===== config.mk =====
export PLATFORM = sky130hd
export DESIGN_NAME = pin_debouncer_flat
export DESIGN_NICKNAME = d
export VERILOG_FILES = /design/src/rtl/pin_debouncer_if.sv /design/src/rtl/pin_debouncer.sv /design/src/flat_wrapper.sv
export SDC_FILE = /design/constraint.sdc
export NUM_CORES = 1
export LEC_CHECK = 0
export CAP_MARGIN = 20
export CORE_UTILIZATION = 49
export CTS_BUF_LIST = sky130_fd_sc_hd__clkbuf_2
export DETAILED_ROUTE_END_ITERATION = 16
export PLACE_DENSITY = 0.66
export SKIP_LAST_GASP = 1
export SLEW_MARGIN = 5
export SYNTH_ARGS = -nofsm -noshare
export SYNTH_HDL_FRONTEND = slang
export SYNTH_SLANG_ARGS = --single-unit

===== constraint.sdc =====
create_clock -name iClk -period 2.3 [get_ports iClk]
set_input_delay 0.46 -clock iClk [delete_from_list [all_inputs] [get_ports iClk]]
set_output_delay 0.46 -clock iClk [all_outputs]
set_load 0.01 [all_outputs]

===== src/rtl/pin_debouncer_if.sv =====
// Pin bundle between raw board pins and the debouncer.
// Slave side is the debouncer; master side drives the raw pins.
interface pin_debouncer_if #(
  parameter int WIDTH = 4
);
  logic [WIDTH-1:0] iRaw;
  logic [WIDTH-1:0] oLevel;
  logic [WIDTH-1:0] oRise;
  logic [WIDTH-1:0] oFall;
  logic             oChanged;

  modport master (
    output iRaw,
    input  oLevel,
    input  oRise,
    input  oFall,
    input  oChanged
  );

  modport slave (
    input  iRaw,
    output oLevel,
    output oRise,
    output oFall,
    output oChanged
  );
endinterface


===== src/rtl/pin_debouncer.sv =====
// Two-flop synchronizer plus per-channel stability counter.
// Emits clean levels and one-cycle rise/fall/changed pulses.
module pin_debouncer #(
  parameter int WIDTH         = 4,
  parameter int STABLE_CYCLES = 50000,
  parameter int CNT_WIDTH     = 16
) (
  input logic           iClk,
  input logic           iRstN,
  pin_debouncer_if.slave pins
);
  localparam logic [CNT_WIDTH-1:0] CNT_MAX =
    CNT_WIDTH'(STABLE_CYCLES - 1);

  logic [WIDTH-1:0] s1;
  logic [WIDTH-1:0] s2;
  logic [WIDTH-1:0] level;
  logic [WIDTH-1:0] rise;
  logic [WIDTH-1:0] fall;
  logic             changed;
  logic [CNT_WIDTH-1:0] cnt [WIDTH];

  logic [WIDTH-1:0] level_nx;
  logic [WIDTH-1:0] rise_nx;
  logic [WIDTH-1:0] fall_nx;
  logic [CNT_WIDTH-1:0] cnt_nx [WIDTH];

  // Per channel: count mismatch cycles, accept s2 on the last one.
  always_comb begin
    level_nx = level;
    rise_nx  = '0;
    fall_nx  = '0;
    for (int n = 0; n < WIDTH; n++) begin
      cnt_nx[n] = cnt[n];
      if (s2[n] == level[n]) begin
        cnt_nx[n] = '0;
      end else if (cnt[n] == CNT_MAX) begin
        cnt_nx[n]   = '0;
        level_nx[n] = s2[n];
        rise_nx[n]  = s2[n];
        fall_nx[n]  = ~s2[n];
      end else begin
        cnt_nx[n] = cnt[n] + CNT_WIDTH'(1);
      end
    end
  end

  // State and registered outputs; reset clears all without pulsing.
  always_ff @(posedge iClk) begin
    if (!iRstN) begin
      s1      <= '0;
      s2      <= '0;
      level   <= '0;
      rise    <= '0;
      fall    <= '0;
      changed <= 1'b0;
      for (int n = 0; n < WIDTH; n++) begin
        cnt[n] <= '0;
      end
    end else begin
      s1      <= pins.iRaw;
      s2      <= s1;
      level   <= level_nx;
      rise    <= rise_nx;
      fall    <= fall_nx;
      changed <= |(rise_nx | fall_nx);
      for (int n = 0; n < WIDTH; n++) begin
        cnt[n] <= cnt_nx[n];
      end
    end
  end

  assign pins.oLevel   = level;
  assign pins.oRise    = rise;
  assign pins.oFall    = fall;
  assign pins.oChanged = changed;
endmodule


===== src/flat_wrapper.sv =====
// flat-port wrapper written by rule: the top's interface ports become plain ports
module pin_debouncer_flat 
#(
  parameter int WIDTH         = 4,
  parameter int STABLE_CYCLES = 50000,
  parameter int CNT_WIDTH     = 16
)
  (iClk, iRstN, pins_iRaw, pins_oLevel, pins_oRise, pins_oFall, pins_oChanged);
  pin_debouncer_if #(.WIDTH(WIDTH)) pins_i ();
  input logic iClk;
  input logic iRstN;
  input wire logic [$bits(pins_i.iRaw)-1:0] pins_iRaw;
  output wire logic [$bits(pins_i.oLevel)-1:0] pins_oLevel;
  output wire logic [$bits(pins_i.oRise)-1:0] pins_oRise;
  output wire logic [$bits(pins_i.oFall)-1:0] pins_oFall;
  output wire logic [$bits(pins_i.oChanged)-1:0] pins_oChanged;
  assign pins_i.iRaw = pins_iRaw;
  assign pins_oLevel = pins_i.oLevel;
  assign pins_oRise = pins_i.oRise;
  assign pins_oFall = pins_i.oFall;
  assign pins_oChanged = pins_i.oChanged;
  pin_debouncer #(.WIDTH(WIDTH), .STABLE_CYCLES(STABLE_CYCLES), .CNT_WIDTH(CNT_WIDTH)) u_core (.iClk(iClk), .iRstN(iRstN), .pins(pins_i));
endmodule

==> flow_results.org <==
** Outcome
- Status :: finished, final reports clean

** Finish
- The area growth from synthesis to layout is 10.33%.
- The library cells used most frequently in the layout, excluding fill and tap cells, are dfxtp_1, nor2_1, xor2_1, nand2_1, xnor2_1.
- The finished layout holds 496 standard cells, fillers aside.
- Layout cells sized above 1 :: 5.250%
- Commonest non-fill, non-tap cell in the layout :: dfxtp_1
- The number of antenna diodes in the final layout is 0.
- Fill count :: 646
- The final layout contains 407 nets.

** Timing
- Measured against its own limit, the worst slew margin works out to 66.38%.
- Timing would allow up to 508.8 MHz.
- Number of setup violations in the final report :: 0
- Hold is met by 0.4583 ns.
- Counting I/O delays and the setup requirement, the final critical path takes 1.965 ns.
- The count of endpoints failing hold in the final timing report came to 0.
- Setup repair after global routing left no endpoint under its margin.
- For the final database, setup skew stands at 0.03026 ns.
- Final count of pins violating max slew :: 0
- Adding up every negative setup slack in the final design gives 0 ns.
- Worst Setup Slack, final :: 0.3346 ns
- Slew at the pin closest to its max-slew limit :: 0.4997 ns
- Post-route fraction of the period consumed by the critical path :: 85.45%

** Critical path
- Cell family with most CP delay :: buffers and inverters
- For the worst setup path, the data required time is 1.84 ns.
- Highest-delay cell along the critical path :: clkdlybuf4s50_1
- The critical path in this run is classified as reg -> out.
- Crit path DAT :: 1.51 ns
- Measured in cells, the most critical reg-to-reg path has a length of 4.
- Worst Setup Start Kind :: register
- Delay of the slowest critical-path stage :: 0.57 ns
- The worst setup path is captured at a primary output.
- Number of cells on the critical path :: 1
- Maximum fanout along the worst path :: 5
- Cells along the critical path :: clkdlybuf4s50_1
- Critical path buffers and inverters :: 1

** Yosys
- Top cell type's share of synthesized area :: 48.80%
- Number of warnings printed during yosys synthesis :: 0
- Averaged over all synthesized cells, the footprint is 9.250 um2.
- By area the synthesized netlist is led by dfxtp_1, xor2_1, nor2_1.
- Counting every net in the synthesized netlist gives 387.
- dfxtp_1 takes more of the synthesized area than any other cell.
- The synthesized netlist occupies a cell area of 3487 um2.
- Number of instances in the synthesized netlist :: 377
- Number of distinct library cell variants in the gate-level netlist after synthesis :: 36
- Fraction of the yosys area taken by sequential cells :: 48.80%
- Synthesis inferred 85 register bits.

** Placement
- Before CTS, the worst setup slack after placement is 0.2622 ns.
- The HPWL after detailed placement is 4028 um.
- Placed cells :: 482
- Routability-driven placement finished with a final weighted congestion of 0.7520.
- Port Buffers :: 18

** Detailed routing
- Detailed Route WL :: 5811 um
- For this run, design rule violations remaining after detail routing come to 0.
- Before antenna repair, the detailed router went through 4 iterations.
- After the first detailed-routing iteration, the DRC count stood at 66.
- Once detail routing completed, the nets flagged for antenna violations numbered 0.
- Summing over every cut layer, the via total after detailed routing is 2580.
- Final routed wire length divided by cell count :: 11.72 um
- Vias per inst :: 5.202

** Die
- In this run the standard cell core region covers 6832 um2.
- After floorplanning, the core was divided into 30 placement rows.
- Die outline height :: 86.36 um
- Initial cell density of the core :: 51.04%
- The die covers 7458 um2.
- For this design the top-level I/O count stands at 19.
- Die span in x :: 86.36 um

** Global routing
- The first global-routing pass estimated 10190 um of wire.
- Via count of the first global-routing pass :: 2253
- Total global routing overflow :: 0
- Total routing usage reported by global routing :: 17.14%
- Largest net degree at the start of global routing :: 17
- The initial antenna violation count came to 0.

** Clock network
- Buffers inserted to repair hold after CTS numbered 0.
- Clock tree sinks :: 85
- CTS resizes :: 0
- CTS H-tree depth :: 3
- Clock insertion delay at the later pin of the skew report :: 0.50 ns
- The tree is rooted in a clkbuf_2.
- Clock-pin slew was measured on the worst setup and hold paths at 0.19 ns.
- Number of buffers created by CTS :: 9
- Counting along the longest clock path gives a buffer depth of 2.
- CTS tree :: built
- Post-CTS timing repair inserted 0 buffers for setup.

** Hold path
- Min-Delay Path Depth :: 1
- The min-delay analysis places its worst path in the category reg -> reg.

** Power
- VDD IR-drop max :: 0.3346 mV
- In this run the power density over the cells is 573.8 nW/um2.
- Static leakage :: 1.239 nW
- Total power for the finished layout comes to 2.207 mW.

** Flow run
- Maximum capacitance violations :: 0
cell type report:
class / count / area (um2) / area share, %
Clock buffer: 11 / 55.05 / 1.431
Clock inverter: 3 / 38.79 / 1.008
Inverter: 6 / 22.52 / 0.5854
Multi-Input combinational cell: 274 / 1707 / 44.36
Sequential cell: 85 / 1702 / 44.23
Tap cell: 96 / 120.1 / 3.122
Timing Repair Buffer: 21 / 202.7 / 5.268
synthesized netlist by cell type:
master     n
dfxtp_1   85
nor2_1    58
and3_1     7
ha_1       4
nor3_1     4
a21oi_1   13
nor4b_1    3
a31oi_1    1
nor3b_1    6
and2_1    13
nand3_4    1
xnor2_1   21
nor4_1     6
or4b_1     2
inv_1      5
clkbuf_1  11
or2_2      2
o21ai_0    8
xor2_1    27
nor4bb_1   3
or4b_2     1
or4_1      4
nand2b_1   1
buf_8      1
nand4_1   19
nand3_1   18
nand3b_1   1
o22a_1     1
mux2i_1    3
and4b_1    2
o31ai_1    4
clkinv_1   1
or3_1      8
or4_4      1
nand2_1   24
and4_1     8
cells by family (layout without fill, tap and decap cells):
| logic type | count (synthesis) | after routing | share of synthesized area, % |
|---|---|---|---|
| muxes | 3 | 3 | 0.8612 |
| AOI/OAI and AO/OA | 27 | 27 | 4.306 |
| and+or+nand+nor | 192 | 192 | 30.28 |
| buffers and inverters | 18 | 41 | 2.260 |
| adders and majority gates | 4 | 4 | 1.435 |
| DFF | 85 | 85 | 48.80 |
| xor gates and xnor gates | 48 | 48 | 12.06 |
worst register-to-register path: cells and delay by family (launching register included):
family | cells | cell delay (ns)
flops | 1 | 0.40
simple gates | 4 | 1.40
final timing paths:
check	slack, ns	end	from
hold reg to reg	0.46	u_core.s2[2]$_SDFF_PN0_	u_core.s1[2]$_SDFF_PN0_
setup / recovery	0.33	pins_oLevel[0]	u_core.pins.oLevel[0]$_SDFFE_PN0P_
hold / removal	0.46	u_core.s2[2]$_SDFF_PN0_	u_core.s1[2]$_SDFF_PN0_
setup reg to reg	0.38	u_core.cnt[1][3]$_SDFF_PP0_	u_core.cnt[1][11]$_SDFF_PP0_
routing by layer:
layer / up-vias / part of all wire (%) / global-route usage, %
met3: 9 / 2.4 / 3.524
met5: - / 0 / 0
met4: 0 / 2.0 / 8.939
met1: 1198 / 52 / 23.43
li1: 1347 / - / -
met2: 26 / 43 / 25.54
power by group:
group	leakage, nW	internal (mW)	switching, mW	total [mW]
sequential	0.686	1.48	0.00563	1.49
combinational	0.487	0.0168	0.0199	0.0368
clock	0.0653	0.244	0.437	0.681
total	1.24	1.74	0.463	2.21
flip-flops by register name (all words and copies together), names as in the netlist:
register              cells
u_core.pins.oRise         4
u_core.pins.oChanged      1
u_core.cnt               64
u_core.s2                 4
u_core.pins.oLevel        4
u_core.pins.oFall         4
u_core.s1                 4
stage by stage:
stage                     utilization (%)  area [um2]
after global routing                56.32        3847
after CTS                           56.32        3847
after floorplan                         -        3487
final                               56.32        3847
after detailed placement            54.95        3754
after global placement              54.95        3754
No activity file was read; power rests on OpenSTA's default activity.
